**config.mk**
```make
export PLATFORM = sky130hd
export DESIGN_NAME = if_stage
export DESIGN_NICKNAME = d
export VERILOG_FILES = /design/src/rtl/pipeline_pkg.sv /design/src/rtl/if_id_reg.sv /design/src/rtl/if_stage.sv
export SDC_FILE = /design/constraint.sdc
export NUM_CORES = 1
export LEC_CHECK = 0
export CAP_MARGIN = 25
export CORE_MARGIN = 4
export CORE_UTILIZATION = 46
export CTS_CLUSTER_DIAMETER = 30
export DETAILED_ROUTE_END_ITERATION = 12
export PLACE_DENSITY = 0.86
export SLEW_MARGIN = 20
export SYNTH_ARGS = -nofsm -noshare
export SYNTH_HDL_FRONTEND = slang
export SYNTH_SLANG_ARGS = --single-unit
```
**constraint.sdc**
```tcl
create_clock -name clk -period 2.8 [get_ports clk]
set_input_delay 0.56 -clock clk [delete_from_list [all_inputs] [get_ports clk]]
set_output_delay 0.56 -clock clk [all_outputs]
set_load 0.01 [all_outputs]
```
**src/rtl/pipeline_pkg.sv**
```systemverilog
// Shared pipeline definitions: fetch FSM states, NOP/halt encodings and the
// redirect encoding agreed with the EX-stage branch unit.
package pipeline_pkg;

    // Fetch-stage control states.
    typedef enum logic [1:0] {
        BOOT   = 2'd0,
        RUN    = 2'd1,
        HALTED = 2'd2
    } fetch_state_t;

    // addi x0,x0,0: the bubble placed in IF/ID on flush.
    localparam logic [31:0] NOP_INSTR = 32'h0000_0013;

    // Redirect target that the branch unit uses to signal program end.
    localparam logic [31:0] HALT_PC = 32'hFFFF_FFFF;

    // pc_sel encoding driven by the branch unit.
    localparam logic PC_SEL_SEQ    = 1'b0;
    localparam logic PC_SEL_BRANCH = 1'b1;

    // True when the branch unit requests a halt. Compares all 32 target bits.
    function automatic logic is_halt_redirect(input logic pc_sel, input logic [31:0] target);
        return (pc_sel == PC_SEL_BRANCH) && (target == HALT_PC);
    endfunction

endpackage

```
**src/rtl/if_id_reg.sv**
```systemverilog
// IF/ID pipeline register.
// Ports:
//   clk, rst_n      clock, asynchronous active-low reset (to NOP, valid=0)
//   en              load d_* when high (driven by ~stall)
//   flush           synchronous load of NOP/valid=0; overrides en
//   d_pc/d_instr/d_valid   incoming fetch bundle
//   q_pc/q_instr/q_valid   registered bundle presented to decode
module if_id_reg #(
    parameter int unsigned PC_WIDTH = 9,
    parameter logic [31:0] NOP      = 32'h0000_0013
) (
    input  logic                clk,
    input  logic                rst_n,
    input  logic                en,
    input  logic                flush,
    input  logic [PC_WIDTH-1:0] d_pc,
    input  logic [31:0]         d_instr,
    input  logic                d_valid,
    output logic [PC_WIDTH-1:0] q_pc,
    output logic [31:0]         q_instr,
    output logic                q_valid
);

    // Flush keeps the slot's PC; only the instruction and valid bit are killed.
    always_ff @(posedge clk or negedge rst_n) begin
        if (!rst_n) begin
            q_pc    <= '0;
            q_instr <= NOP;
            q_valid <= 1'b0;
        end else if (flush) begin
            q_instr <= NOP;
            q_valid <= 1'b0;
        end else if (en) begin
            q_pc    <= d_pc;
            q_instr <= d_instr;
            q_valid <= d_valid;
        end
    end

endmodule

```
**src/rtl/if_stage.sv**
```systemverilog
// Instruction-fetch stage: program counter, fetch control FSM, fetch counter
// and the IF/ID register.
// Ports:
//   clk, rst_n        clock, asynchronous active-low reset
//   stall             hold PC and IF/ID (hazard unit)
//   pc_sel, branch_pc redirect request/target from the branch unit
//   imem_addr         current PC to instruction memory (combinational read)
//   imem_rdata        instruction at imem_addr, same cycle
//   if_id_pc/instr/valid  IF/ID contents to decode
//   flush             combinational: redirect taken this cycle (kills ID/EX)
//   halted, misalign  sticky status flags
//   fetch_count       instructions accepted into IF/ID
module if_stage
    import pipeline_pkg::*;
#(
    parameter int unsigned PC_WIDTH = 9,
    parameter logic [31:0] NOP      = NOP_INSTR
) (
    input  logic                clk,
    input  logic                rst_n,
    input  logic                stall,
    input  logic                pc_sel,
    input  logic [31:0]         branch_pc,
    output logic [PC_WIDTH-1:0] imem_addr,
    input  logic [31:0]         imem_rdata,
    output logic [PC_WIDTH-1:0] if_id_pc,
    output logic [31:0]         if_id_instr,
    output logic                if_id_valid,
    output logic                flush,
    output logic                halted,
    output logic                misalign,
    output logic [31:0]         fetch_count
);

    localparam int unsigned INSTR_BYTES = 4;

    fetch_state_t        state_q, state_d;
    logic [PC_WIDTH-1:0] pc_q, pc_d;
    logic                ifid_en_c;
    logic                ifid_flush_c;
    logic                count_inc_c;
    logic                misalign_set_c;
    logic                halt_set_c;

    // State and PC registers.
    always_ff @(posedge clk or negedge rst_n) begin
        if (!rst_n) begin
            state_q <= BOOT;
            pc_q    <= '0;
        end else begin
            state_q <= state_d;
            pc_q    <= pc_d;
        end
    end

    // Next-state and per-cycle fetch control.
    always_comb begin
        state_d        = state_q;
        pc_d           = pc_q;
        ifid_en_c      = 1'b0;
        ifid_flush_c   = 1'b0;
        count_inc_c    = 1'b0;
        misalign_set_c = 1'b0;
        halt_set_c     = 1'b0;
        flush          = 1'b0;

        case (state_q)
            BOOT: begin
                // Redirect inputs are meaningless before the first fetch.
                if (!stall) begin
                    ifid_en_c   = 1'b1;
                    count_inc_c = 1'b1;
                    pc_d        = pc_q + PC_WIDTH'(INSTR_BYTES);
                    state_d     = RUN;
                end
            end
            RUN: begin
                flush = (pc_sel == PC_SEL_BRANCH);
                if (is_halt_redirect(pc_sel, branch_pc)) begin
                    ifid_flush_c = 1'b1;
                    halt_set_c   = 1'b1;
                    state_d      = HALTED;
                end else if (pc_sel == PC_SEL_BRANCH) begin
                    // Redirect wins over stall; target truncated and word-aligned.
                    ifid_flush_c   = 1'b1;
                    pc_d           = {branch_pc[PC_WIDTH-1:2], 2'b00};
                    misalign_set_c = branch_pc[1];
                end else if (!stall) begin
                    ifid_en_c   = 1'b1;
                    count_inc_c = 1'b1;
                    pc_d        = pc_q + PC_WIDTH'(INSTR_BYTES);
                end
            end
            HALTED: begin
                // Everything frozen; IF/ID already holds the bubble.
            end
            default: begin
                state_d = BOOT;
            end
        endcase
    end

    // Sticky status flags and fetch counter.
    always_ff @(posedge clk or negedge rst_n) begin
        if (!rst_n) begin
            halted      <= 1'b0;
            misalign    <= 1'b0;
            fetch_count <= '0;
        end else begin
            if (halt_set_c)     halted      <= 1'b1;
            if (misalign_set_c) misalign    <= 1'b1;
            if (count_inc_c)    fetch_count <= fetch_count + 32'd1;
        end
    end

    assign imem_addr = pc_q;

    if_id_reg #(
        .PC_WIDTH (PC_WIDTH),
        .NOP      (NOP)
    ) u_if_id_reg (
        .clk     (clk),
        .rst_n   (rst_n),
        .en      (ifid_en_c),
        .flush   (ifid_flush_c),
        .d_pc    (pc_q),
        .d_instr (imem_rdata),
        .d_valid (1'b1),
        .q_pc    (if_id_pc),
        .q_instr (if_id_instr),
        .q_valid (if_id_valid)
    );

endmodule

```
; ---- After elaboration in Yosys (flattened, before gate mapping)
; Index checks and enable logic that the tools add are counted.
[word_totals]
register_bits = 87
output_inout_bits = 86
wordCells = 49
[op_classes]
addsub = 2
eq_ne = 6
muxes = 24
n_bitwise = 2
n_reduce_logical = 7
[ops]
columns = operator, n
row1 = $mux W32, 2
row2 = $add A32 B1 Y32 const B, 1
row3 = $eq A32 B32 Y1 const B, 1
row4 = $mux W9, 3
row5 = $pmux W9 S2, 1
row6 = $mux W1, 14
row7 = $add A9 B3 Y9 const B, 1
row8 = $ne A2 B2 Y1 const B, 3
row9 = $pmux W2 S3, 1
row10 = $mux W2, 2
row11 = $reduce_and A2 Y1, 2
row12 = $reduce_bool A2 Y1, 2
row13 = $reduce_and A3 Y1, 1
row14 = $eq A2 B1 Y1 const B, 1
row15 = $eq A2 B2 Y1 const B, 1
row16 = $logic_not A2 Y1, 1
row17 = $not A1 Y1, 2
row18 = $pmux W1 S2, 1
row19 = $logic_and A1 B1 Y1, 1

; ---- Longest topological paths before layout
; Gate-level depths: netlist (run 1).
[logic_depth]
depth_word = 6
mapped_depth = 6
mapped_depth_nobuf = 5

; ---- Modules after synthesis
; From an unflattened synthesis (run 1), not the netlist that was laid out.
[hier_totals]
hier_cells = 350
area_unflattened_um2 = 4033.9
[modules_own_cells]
columns = module, instances, cells_each, area_per_inst_um2, seq_area_each_um2
row1 = if_stage, 1, 223, 2311.0, 1076.0
row2 = if_id_reg, 1, 127, 1722.9, 1054.8

; ---- Worst setup path after synthesis (run 1)
; No wires, ideal clock.
[synth_timing]
kind = input to register
startpoint = input stall
endpoint = register fetch_count[28]
setup_ns = 0.079
arrival_ns = 1.875
setup_slack_ns = 0.846
cell_stages = 6
path_cell_list = buf_2 > a211o_1 > or2_1 > buf_2 > nor4_2 > xor2_1
[synth_via]
elab_chain_cells = 4
[synth_lines]
columns = element, line
row1 = "start, declared", if_stage.sv:21  ; input logic stall,
row2 = $mux W1 *, "if_stage.sv:70, if_stage.sv:88"
row3 = $mux W1, if_stage.sv:83  ; end else if (pc_sel == PC_SEL_BRANCH) begin
row4 = $mux W1, if_stage.sv:79  ; if (is_halt_redirect(pc_sel, branch_pc)) begin
row5 = $pmux W1 S2 *, if_stage.sv:67  ; case (state_q)
row6 = "end signal, assigned", if_stage.sv:112  ; if (count_inc_c) fetch_count <= fetch_count + 32'd1;
row7 = "end, declared", if_stage.sv:32  ; output logic [31:0] fetch_count
; Every way passes the cells marked *; elsewhere a longest branch is shown, timed or not.
; A chain may end at the register's enable or synchronous reset.

; ---- Worst setup path in the final report (run 1)
[layout_timing]
startpoint = input pc_sel
endpoint = output flush
[layout_via]
elab_chain_cells = 1
[layout_lines]
columns = element, line
row1 = "start, declared", if_stage.sv:22  ; input logic pc_sel,
row2 = $mux W1, if_stage.sv:67
row3 = "end, declared", if_stage.sv:29  ; output logic flush,
; Every way passes these cells.

==> results.py, run 1 <==
metrics = {
    "outcome": {
        "outcome": "complete, no violations",
    },
    "die": {
        "initial_core_util_pct": 47.6,
        "core_area_mm2": 0.00777,
        "die-height_um": 97.6,
        "die_w_um": 97.6,
        "die-area_mm2": 0.00953,
        "ioPinCount": 154,
        "rows": 32,
    },
    "synth": {
        "ys_seq_elements": 83,
        "syn-cell-area_mm2": 0.00370,
        "yosysWarningCount": 0,
        "synth_cell_types": 44,
        "ys_seq_area_share_pct": 56.3,
        "syn_inst": 324,
        "synth_edf_count": 0,
        "synth-async-reset-ratio_pct": 100,
        "synth_area_per_cell_um2": 11.4,
        "ys.flop_type": "dfrtp_1",
    },
    "power": {
        "p_switching_uw": 780,
        "pwr-share-comb_pct": 20.0,
        "power_mw": 2.96,
        "ir_worst_vdd_uv": 283,
        "p_per_area_mw_per_mm2": 535,
        "clkPwrFrac_pct": 31.6,
        "internal_power_mw": 2.18,
        "leakagePower_nw": 2.38,
        "seqPwrFrac_pct": 48.3,
        "p_sw_share_pct": 26.4,
    },
    "place": {
        "place_congestion": 0.846,
        "detailed_place_hpwl_mm": 7.36,
        "io_buffers": 149,
        "place_inst": 569,
    },
    "sta": {
        "fin_skew_ns": 0.0123,
        "final.period_utilization_pct": 91.3,
        "hold_viol": 0,
        "setup-tns-final_ns": 0,
        "slew_headroom_pct": 48.9,
        "min_period_ns": 2.56,
        "setup_violations": 0,
        "worstMarginPinSlew_ns": 0.766,
        "finalMaxSlewViolations": 0,
        "rsz0062_at_grt": "false",
        "fin_hold_ws_ns": 0.223,
        "fmaxAchievable_mhz": 391,
    },
    "setup_path": {
        "critPathKind": "input port to primary output",
        "required_ns": 2.24,
        "path_max_fanout": 4,
        "r2r-start": "fetch_count[4]",
        "cp_cell_sequence": "clkdlybuf4s50_1 -> and2_1 -> nand2b_1 -> inv_1 -> clkdlybuf4s50_1",
        "cp.arrival_ns": 2.00,
        "critPathTopFamily": "buffers and inverters",
        "worst-r2r-setup-slack_ns": 0.54,
        "critical_path_buf_inv_count": 3,
        "crit_slowest_cell": "clkdlybuf4s50_1",
        "cp_slowest_stage_delay_ns": 0.56,
        "worst-r2r-cell-count": 4,
        "path_common_cell": "clkdlybuf4s50_1",
        "reg2reg_to": "fetch_count[29]",
        "setup.worst_path.start_class": "input port",
        "crit_path_end_kind": "primary output",
    },
    "clock_tree": {
        "cts_tree": "built",
        "cts_max_level": 3,
        "clk_latency_ns": 0.35,
        "clk_path_buf_depth": 2,
        "cts_setup_buffers": 0,
        "cts.clk_slew.worst_paths_ns": 0.08,
        "clock-root-buffer": "clkbuf_8",
        "cts_hold_buf": 0,
        "cts.sinks": 83,
        "cts_buffers": 9,
        "cts_resized": 0,
    },
    "drt": {
        "first_iter_violations": 89,
        "wl_mm": 9.91,
        "vias": 3179,
        "wl_per_cell_um": 17.0,
        "detail-route-antenna-nets": 0,
        "drc_errors": 0,
        "dr.pass1.iters": 4,
        "vias_per_cell": 5.44,
    },
    "finish": {
        "n_antenna_cell": 0,
        "final_cells": 584,
        "fin_nets": 548,
        "utilization_pct": 71.2,
        "syn_to_final_growth_pct": 49.5,
        "drive_above_1_share_pct": 8.71,
    },
    "global_route": {
        "busiest_layer": "met2",
        "grt_use_met1_pct": 25.9,
        "grt_pass1_wl_mm": 16.3,
        "grt-ovfl-total": 0,
        "antenna_found_initial": 0,
        "grt_pass1_vias": 3360,
        "grt_use_met2_pct": 35.9,
        "use_met3_pct": 4.74,
        "grt_usage_pct": 20.9,
        "grt_max_degree": 83,
    },
    "job": {
        "max_cap_viol_count": 0,
    },
    "hold_path": {
        "hold_class": "input port to async pin",
    },
}
through the flow:
| step | worst slack (ns) | area [um2] |
|---|---|---|
| after floorplan | 0.846 | 3710 |
| after global placement | 0.279 | 5310 |
| after detailed placement | 0.267 | 5310 |
| after CTS | 0.253 | 5520 |
| after global routing | 0.161 | 5530 |
| final | 0.244 | 5530 |
worst reg2reg max path, cell delays in order (launching register included):
cell and delay (ns):
dfrtp_1 0.50, nand4_1 0.15, or4_1 0.84, nor4_1 0.52, xor2_1 0.18
Yosys cell counts (2+ instances only):
cell type	number	area (um2)
clkbuf_1	9	33.8
buf_4	4	30.0
xor2_1	17	149
ha_1	2	25.0
nor2_1	14	52.6
nand2_1	37	139
nor3_1	6	30.0
and4_1	3	26.3
a21oi_1	4	20.0
a21o_1	2	15.0
nor3_2	6	60.1
nand4_1	16	100
a22o_1	32	280
nor4_2	3	37.5
xnor2_1	15	131
inv_1	7	26.3
nand3_1	15	75.1
and3_1	3	18.8
dfstp_2	3	78.8
a31oi_1	2	12.5
and2_1	3	18.8
o21bai_1	4	30.0
o22a_1	5	43.8
dfrtp_1	80	2000
nor4_1	10	62.6
buf_2	4	20.0
layer usage:
| layer | up-vias | share of wire, % | wire length, um |
|---|---|---|---|
| met5 | - | 0 | 0 |
| met4 | 0 | 0.89 | 88 |
| met3 | 8 | 7.3 | 724 |
| met2 | 138 | 51 | 5010 |
| met1 | 1555 | 41 | 4080 |
| li1 | 1478 | - | - |
state kept, by name (all words and copies together) (netlist names):
name                 count
imem_addr                7
u_if_id_reg.q_valid      1
u_if_id_reg.q_instr     32
misalign                 1
halted                   1
u_if_id_reg.q_pc         7
fetch_count             32
state_q                  2
cell families after synthesis:
kind of cell / synth area share, %
buffers and inverters: 3.39
flip-flops: 56.3
AO/OA/AOI/OAI: 12.9
XOR/XNOR: 7.58
adder cells (fa/ha/maj): 0.677
AND/OR/NAND/NOR: 19.0
other: 0.101
cell usage in the layout (no fill, tap or decap), drive strengths merged, types with 3 or more instances in the layout:
| cell | instances |
|---|---|
| clkdlybuf4s50 | 148 |
| dfrtp | 80 |
| nand2 | 37 |
| a22o | 32 |
| xor2 | 17 |
| nand4 | 17 |
| nand3 | 16 |
| xnor2 | 15 |
| nor2 | 14 |
| nor4 | 14 |
| nor3 | 12 |
| clkbuf | 11 |
| buf | 11 |
| inv | 8 |
| o22a | 5 |
| a21oi | 4 |
| o21bai | 4 |
| conb | 4 |
| and2 | 3 |
| and4 | 3 |
| and3 | 3 |
| dfstp | 3 |
area by class of cell:
cell class                 instances  area (um2)
fill                             583        2240
sequential                        83        2080
timing repair buffer             159        1570
multi-input combinational        218        1510
clock buffer                      11         141
tap                              102         128
clock inverter                     4        73.8
inverter                           7        26.3
power groups by stage:
stage | logic [mW] | registers [mW] | clock network [mW]
2_1_floorplan | 0.170 | 1.47 | 0
3_3_place_gp | 0.581 | 1.45 | 0
3_5_place_dp | 0.597 | 1.45 | 0
4_1_cts | 0.600 | 1.43 | 0.954
5_1_grt | 0.640 | 1.45 | 1.00
6_report | 0.592 | 1.43 | 0.936
worst max path at each step:
stage          depth (start not counted)   start              end
2_1_floorplan                          6   stall  fetch_count[28]
3_3_place_gp                           5  pc_sel            flush
3_5_place_dp                           5  pc_sel            flush
4_1_cts                                5  pc_sel            flush
5_1_grt                                5  pc_sel            flush
6_report                               5  pc_sel            flush
Power figures use the tool's default switching activity.
==> run 2: changes to the inputs <==
==> constraint.sdc (replaced) <==
create_clock -name clk -period 2.8 [get_ports clk]
set_input_delay 0.56 -clock clk [delete_from_list [all_inputs] [get_ports clk]]
set_output_delay 0.56 -clock clk [all_outputs]
set_load 0.05 [all_outputs]
==> results.py, run 2 (synthesis results as in run 1) <==
metrics = {
    "outcome": {
        "outcome": "complete, no violations",
    },
    "global_route": {
        "use_met3_pct": 5.24,
        "antenna_found_initial": 0,
        "grt_max_degree": 84,
        "grt-ovfl-total": 0,
        "grt_use_met1_pct": 25.5,
        "grt_usage_pct": 21.0,
        "grt_pass1_vias": 3270,
        "grt_pass1_wl_mm": 16.2,
        "busiest_layer": "met2",
        "grt_use_met2_pct": 36.0,
    },
    "die": {
        "die-height_um": 97.6,
        "core_area_mm2": 0.00777,
        "ioPinCount": 154,
        "die-area_mm2": 0.00953,
        "die_w_um": 97.6,
        "initial_core_util_pct": 47.6,
        "rows": 32,
    },
    "setup_path": {
        "r2r-start": "fetch_count[4]",
        "worst-r2r-setup-slack_ns": 0.59,
        "cp_slowest_stage_delay_ns": 0.57,
        "setup.worst_path.start_class": "input port",
        "crit_slowest_cell": "clkdlybuf4s50_1",
        "required_ns": 2.24,
        "critPathKind": "input port to primary output",
        "path_max_fanout": 4,
        "cp_cell_sequence": "clkdlybuf4s50_1 -> and2_1 -> nand2b_1 -> inv_1 -> buf_12",
        "cp.arrival_ns": 1.76,
        "crit_path_end_kind": "primary output",
        "reg2reg_to": "fetch_count[25]",
        "crit_start": "pc_sel",
        "worst-r2r-cell-count": 4,
    },
    "hold_path": {
        "hold_class": "input port to async pin",
    },
    "finish": {
        "final_common_cell": "clkdlybuf4s50_1",
        "filler_cell_count": 559,
        "layout_common_cells": "147 x clkdlybuf4s50_1, 80 x dfrtp_1, 37 x nand2_1",
        "drive_above_1_share_pct": 8.94,
        "biggestRegsByFlops": "fetch_count x32, u_if_id_reg.q_instr x32",
        "n_antenna_cell": 0,
        "syn_to_final_growth_pct": 50.1,
        "fin_nets": 546,
    },
    "sta": {
        "fmaxAchievable_mhz": 432,
        "final.period_utilization_pct": 82.7,
        "finalMaxSlewViolations": 0,
        "setup-tns-final_ns": 0,
        "rsz0062_at_grt": "false",
        "min_period_ns": 2.32,
        "worstMarginPinSlew_ns": 0.746,
        "fin_skew_ns": 0.00703,
        "hold_viol": 0,
        "setup_violations": 0,
        "slew_headroom_pct": 50.3,
        "setup_slack_ns": 0.484,
    },
    "place": {
        "io_buffers": 149,
        "pre_cts_ws_ns": 0.333,
        "place_congestion": 0.859,
        "detailed_place_hpwl_mm": 7.55,
    },
    "power": {
        "p_per_area_mw_per_mm2": 609,
        "power_mw": 3.38,
        "ir_worst_vdd_uv": 290,
        "leakagePower_nw": 2.38,
    },
    "clock_tree": {
        "cts.clk_slew.worst_paths_ns": 0.08,
        "clock-root-buffer": "clkbuf_8",
        "cts_hold_buf": 0,
        "cts_setup_buffers": 0,
        "cts.sinks": 83,
        "clk_path_buf_depth": 2,
        "cts_max_level": 3,
        "cts_resized": 0,
        "cts_tree": "built",
        "cts_buffers": 9,
        "clk_latency_ns": 0.35,
    },
    "drt": {
        "dr.pass1.iters": 7,
        "wl_per_cell_um": 17.1,
        "vias": 3197,
        "vias_per_cell": 5.48,
        "wl_mm": 9.97,
        "detail-route-antenna-nets": 0,
        "drc_errors": 0,
        "first_iter_violations": 106,
    },
    "job": {
        "max_cap_viol_count": 0,
    },
}
==> run 2: cell count changes in the layout (fill, tap and decap cells not counted) <==
cell / change
buf_12: +1
buf_4: -2
clkinvlp_4: +1
clkbuf_1: -1
clkinv_2: +1
clkbuf_8: -1
inv_6: -1
clkinv_4: +1
clkdlybuf4s50_1: -1
bufinv_16: +1
==> run 2: per-layer routing <==
metal,wire length (um),vias up
li1,-,1475
met1,3930,1538
met2,5010,166
met3,826,18
met4,205,0
met5,0,-
==> run 2: layout make-up <==
class / instances / area, um2 / share of cell area (%)
tap: 102 / 128 / 2.30
clock inverter: 7 / 116 / 2.10
multi-input combinational: 218 / 1510 / 27.2
sequential: 83 / 2080 / 37.5
inverter: 7 / 26.3 / 0.474
clock buffer: 9 / 124 / 2.23
timing repair buffer: 157 / 1560 / 28.2
==> run 2: worst max path at each step <==
stage	to	slack [ns]
4_1_cts	flush	0.48
6_report	flush	0.48
3_3_place_gp	fetch_count[30]	0.38
3_5_place_dp	fetch_count[28]	0.33
5_1_grt	flush	0.38
2_1_floorplan	fetch_count[28]	0.77
==> run 2: power breakdown <==
part | total [mW] | internal (mW) | switching (mW)
Sequential | 1.44 | 1.30 | 0.133
Clock | 1.02 | 0.591 | 0.430
Combinational | 0.920 | 0.350 | 0.570
Total | 3.38 | 2.24 | 1.13
==> run 2: through the flow <==
stage	area [um2]	utilization, %	std cells	hold slack, ns
floorplan	3710	-	327	0.264
global placement	5300	68.3	567	0.446
detailed placement	5300	68.3	567	0.444
CTS	5540	71.4	583	0.423
global route	5550	71.4	583	0.319
finish	5550	71.4	583	0.256
==> run 2: worst max-delay path: cells and delay by family <==
kind	cells	cell delay, ns
and+or+nand+nor	2	0.31
buffers and inverters	3	0.88
==> run 3: changes to the inputs <==
--- a/config.mk
+++ b/config.mk
@@ -7,10 +7,10 @@
 export LEC_CHECK = 0
 export CAP_MARGIN = 25
 export CORE_MARGIN = 4
-export CORE_UTILIZATION = 46
+export CORE_UTILIZATION = 43
 export CTS_CLUSTER_DIAMETER = 30
 export DETAILED_ROUTE_END_ITERATION = 12
-export PLACE_DENSITY = 0.86
+export PLACE_DENSITY = 0.82
 export SLEW_MARGIN = 20
 export SYNTH_ARGS = -nofsm -noshare
 export SYNTH_HDL_FRONTEND = slang
==> constraint.sdc (replaced) <==
create_clock -name clk -period 2.3 [get_ports clk]
set_input_delay 0.46 -clock clk [delete_from_list [all_inputs] [get_ports clk]]
set_output_delay 0.46 -clock clk [all_outputs]
set_load 0.05 [all_outputs]
==> results.py, run 3 (synthesis results as in run 1) <==
metrics = {
    "sta": {
        "setup_violations": 0,
        "min_period_ns": 2.17,
        "setup-tns-final_ns": 0,
        "fmaxAchievable_mhz": 461,
        "fin_skew_ns": 0.00907,
        "finalMaxSlewViolations": 0,
        "rsz0062_at_grt": "false",
        "hold_viol": 0,
        "slew_headroom_pct": 62.5,
        "final.period_utilization_pct": 94.4,
        "worstMarginPinSlew_ns": 0.562,
    },
    "global_route": {
        "grt_max_degree": 40,
        "grt_pass1_wl_mm": 16.0,
        "grt-ovfl-total": 0,
        "antenna_found_initial": 0,
        "grt_usage_pct": 19.7,
        "grt_pass1_vias": 3242,
    },
    "die": {
        "die-height_um": 101,
        "die_w_um": 101,
        "die-area_mm2": 0.0101,
        "rows": 33,
        "initial_core_util_pct": 44.5,
        "ioPinCount": 154,
        "core_area_mm2": 0.00830,
    },
    "power": {
        "p_per_area_mw_per_mm2": 734,
        "ir_worst_vdd_uv": 457,
        "leakagePower_nw": 2.42,
    },
    "setup_path": {
        "crit_slowest_cell": "clkdlybuf4s50_1",
        "worst-r2r-cell-count": 5,
        "required_ns": 1.84,
        "cp.depth": 1,
        "critPathTopFamily": "buffers and inverters",
        "crit_path_end_kind": "primary output",
        "setup.worst_path.start_class": "register",
        "cp_slowest_stage_delay_ns": 0.83,
        "critical_path_buf_inv_count": 1,
        "critPathKind": "register to primary output",
        "cp_cell_sequence": "clkdlybuf4s50_1",
        "cp.arrival_ns": 1.71,
        "path_max_fanout": 2,
    },
    "drt": {
        "wl_per_cell_um": 16.2,
        "vias_per_cell": 5.38,
        "detail-route-antenna-nets": 0,
        "first_iter_violations": 110,
        "wl_mm": 9.62,
        "vias": 3202,
        "drc_errors": 0,
        "dr.pass1.iters": 4,
    },
    "place": {
        "place_congestion": 0.867,
        "io_buffers": 149,
        "detailed_place_hpwl_mm": 7.25,
        "place_inst": 578,
    },
    "finish": {
        "drive_above_1_share_pct": 10.2,
        "layout_common_cells": "147 x clkdlybuf4s50_1, 80 x dfrtp_1, 37 x nand2_1",
        "final_common_cell": "clkdlybuf4s50_1",
        "biggestRegsByFlops": "fetch_count x32, u_if_id_reg.q_instr x32",
        "fin_nets": 555,
        "syn_to_final_growth_pct": 52.3,
        "filler_cell_count": 603,
        "n_antenna_cell": 0,
        "final_cells": 595,
    },
    "clock_tree": {
        "cts_tree": "built",
        "cts_buffers": 9,
        "clk_latency_ns": 0.34,
        "cts_hold_buf": 1,
        "cts_resized": 0,
        "cts.sinks": 83,
        "clock-root-buffer": "clkbuf_8",
        "cts_max_level": 3,
        "cts.clk_slew.worst_paths_ns": 0.09,
        "clk_path_buf_depth": 2,
        "cts_setup_buffers": 0,
    },
    "job": {
        "max_cap_viol_count": 0,
    },
    "outcome": {
        "outcome": "complete, no violations",
    },
    "hold_path": {
        "holdPathStages": 1,
        "hold_class": "register to register",
    },
}
[run 3: area by class of cell]
cell class,instances,area (um2),area share [%]
sequential,83,2080,37.0
timing repair buffer,166,1640,29.2
multi-input combinational,218,1510,26.8
tap,105,131,2.33
clock buffer,10,128,2.27
clock inverter,6,114,2.02
inverter,7,26.3,0.467
[run 3: power by group]
group	internal [mW]	leakage, nW	switching (mW)	total (mW)
clock network	0.724	0.113	0.523	1.25
registers	1.59	1.05	0.159	1.74
logic	0.438	1.26	0.705	1.14
[run 3: worst paths after layout]
kind | endpoint | slack (ns) | start
worst min-delay path | misalign | 0.46 | misalign
worst max register to register | fetch_count[25] | 0.30 | fetch_count[4]
max in group asynchronous | u_if_id_reg.q_instr[17] | 1.09 | rst_n
min in group asynchronous | fetch_count[12] | 0.54 | rst_n
worst max-delay path | if_id_instr[4] | 0.13 | u_if_id_reg.q_instr[4]
worst min register to register | misalign | 0.46 | misalign
[run 3: per-layer routing]
metal  share of wire [%]  vias up  GRT usage, %
li1                    -     1500             -
met1                  44     1551          26.7
met2                  47      135          31.6
met3                 7.2       16          3.88
met4                 1.9        0          7.05
met5                   0        -             0
[run 3: through the flow]
stage | total power, mW | cell area (um2) | hold WS [ns] | setup WS (ns) | util [%]
after floorplan | 2.40 | 3710 | 0.164 | 0.274 | -
after global placement | 2.89 | 5380 | 0.357 | 0.0703 | 64.8
after detailed placement | 2.91 | 5380 | 0.362 | 0.00683 | 64.8
after CTS | 4.16 | 5630 | 0.468 | 0.0959 | 67.8
after global routing | 4.31 | 5630 | 0.484 | 0.0700 | 67.8
final | 4.13 | 5630 | 0.464 | 0.129 | 67.8
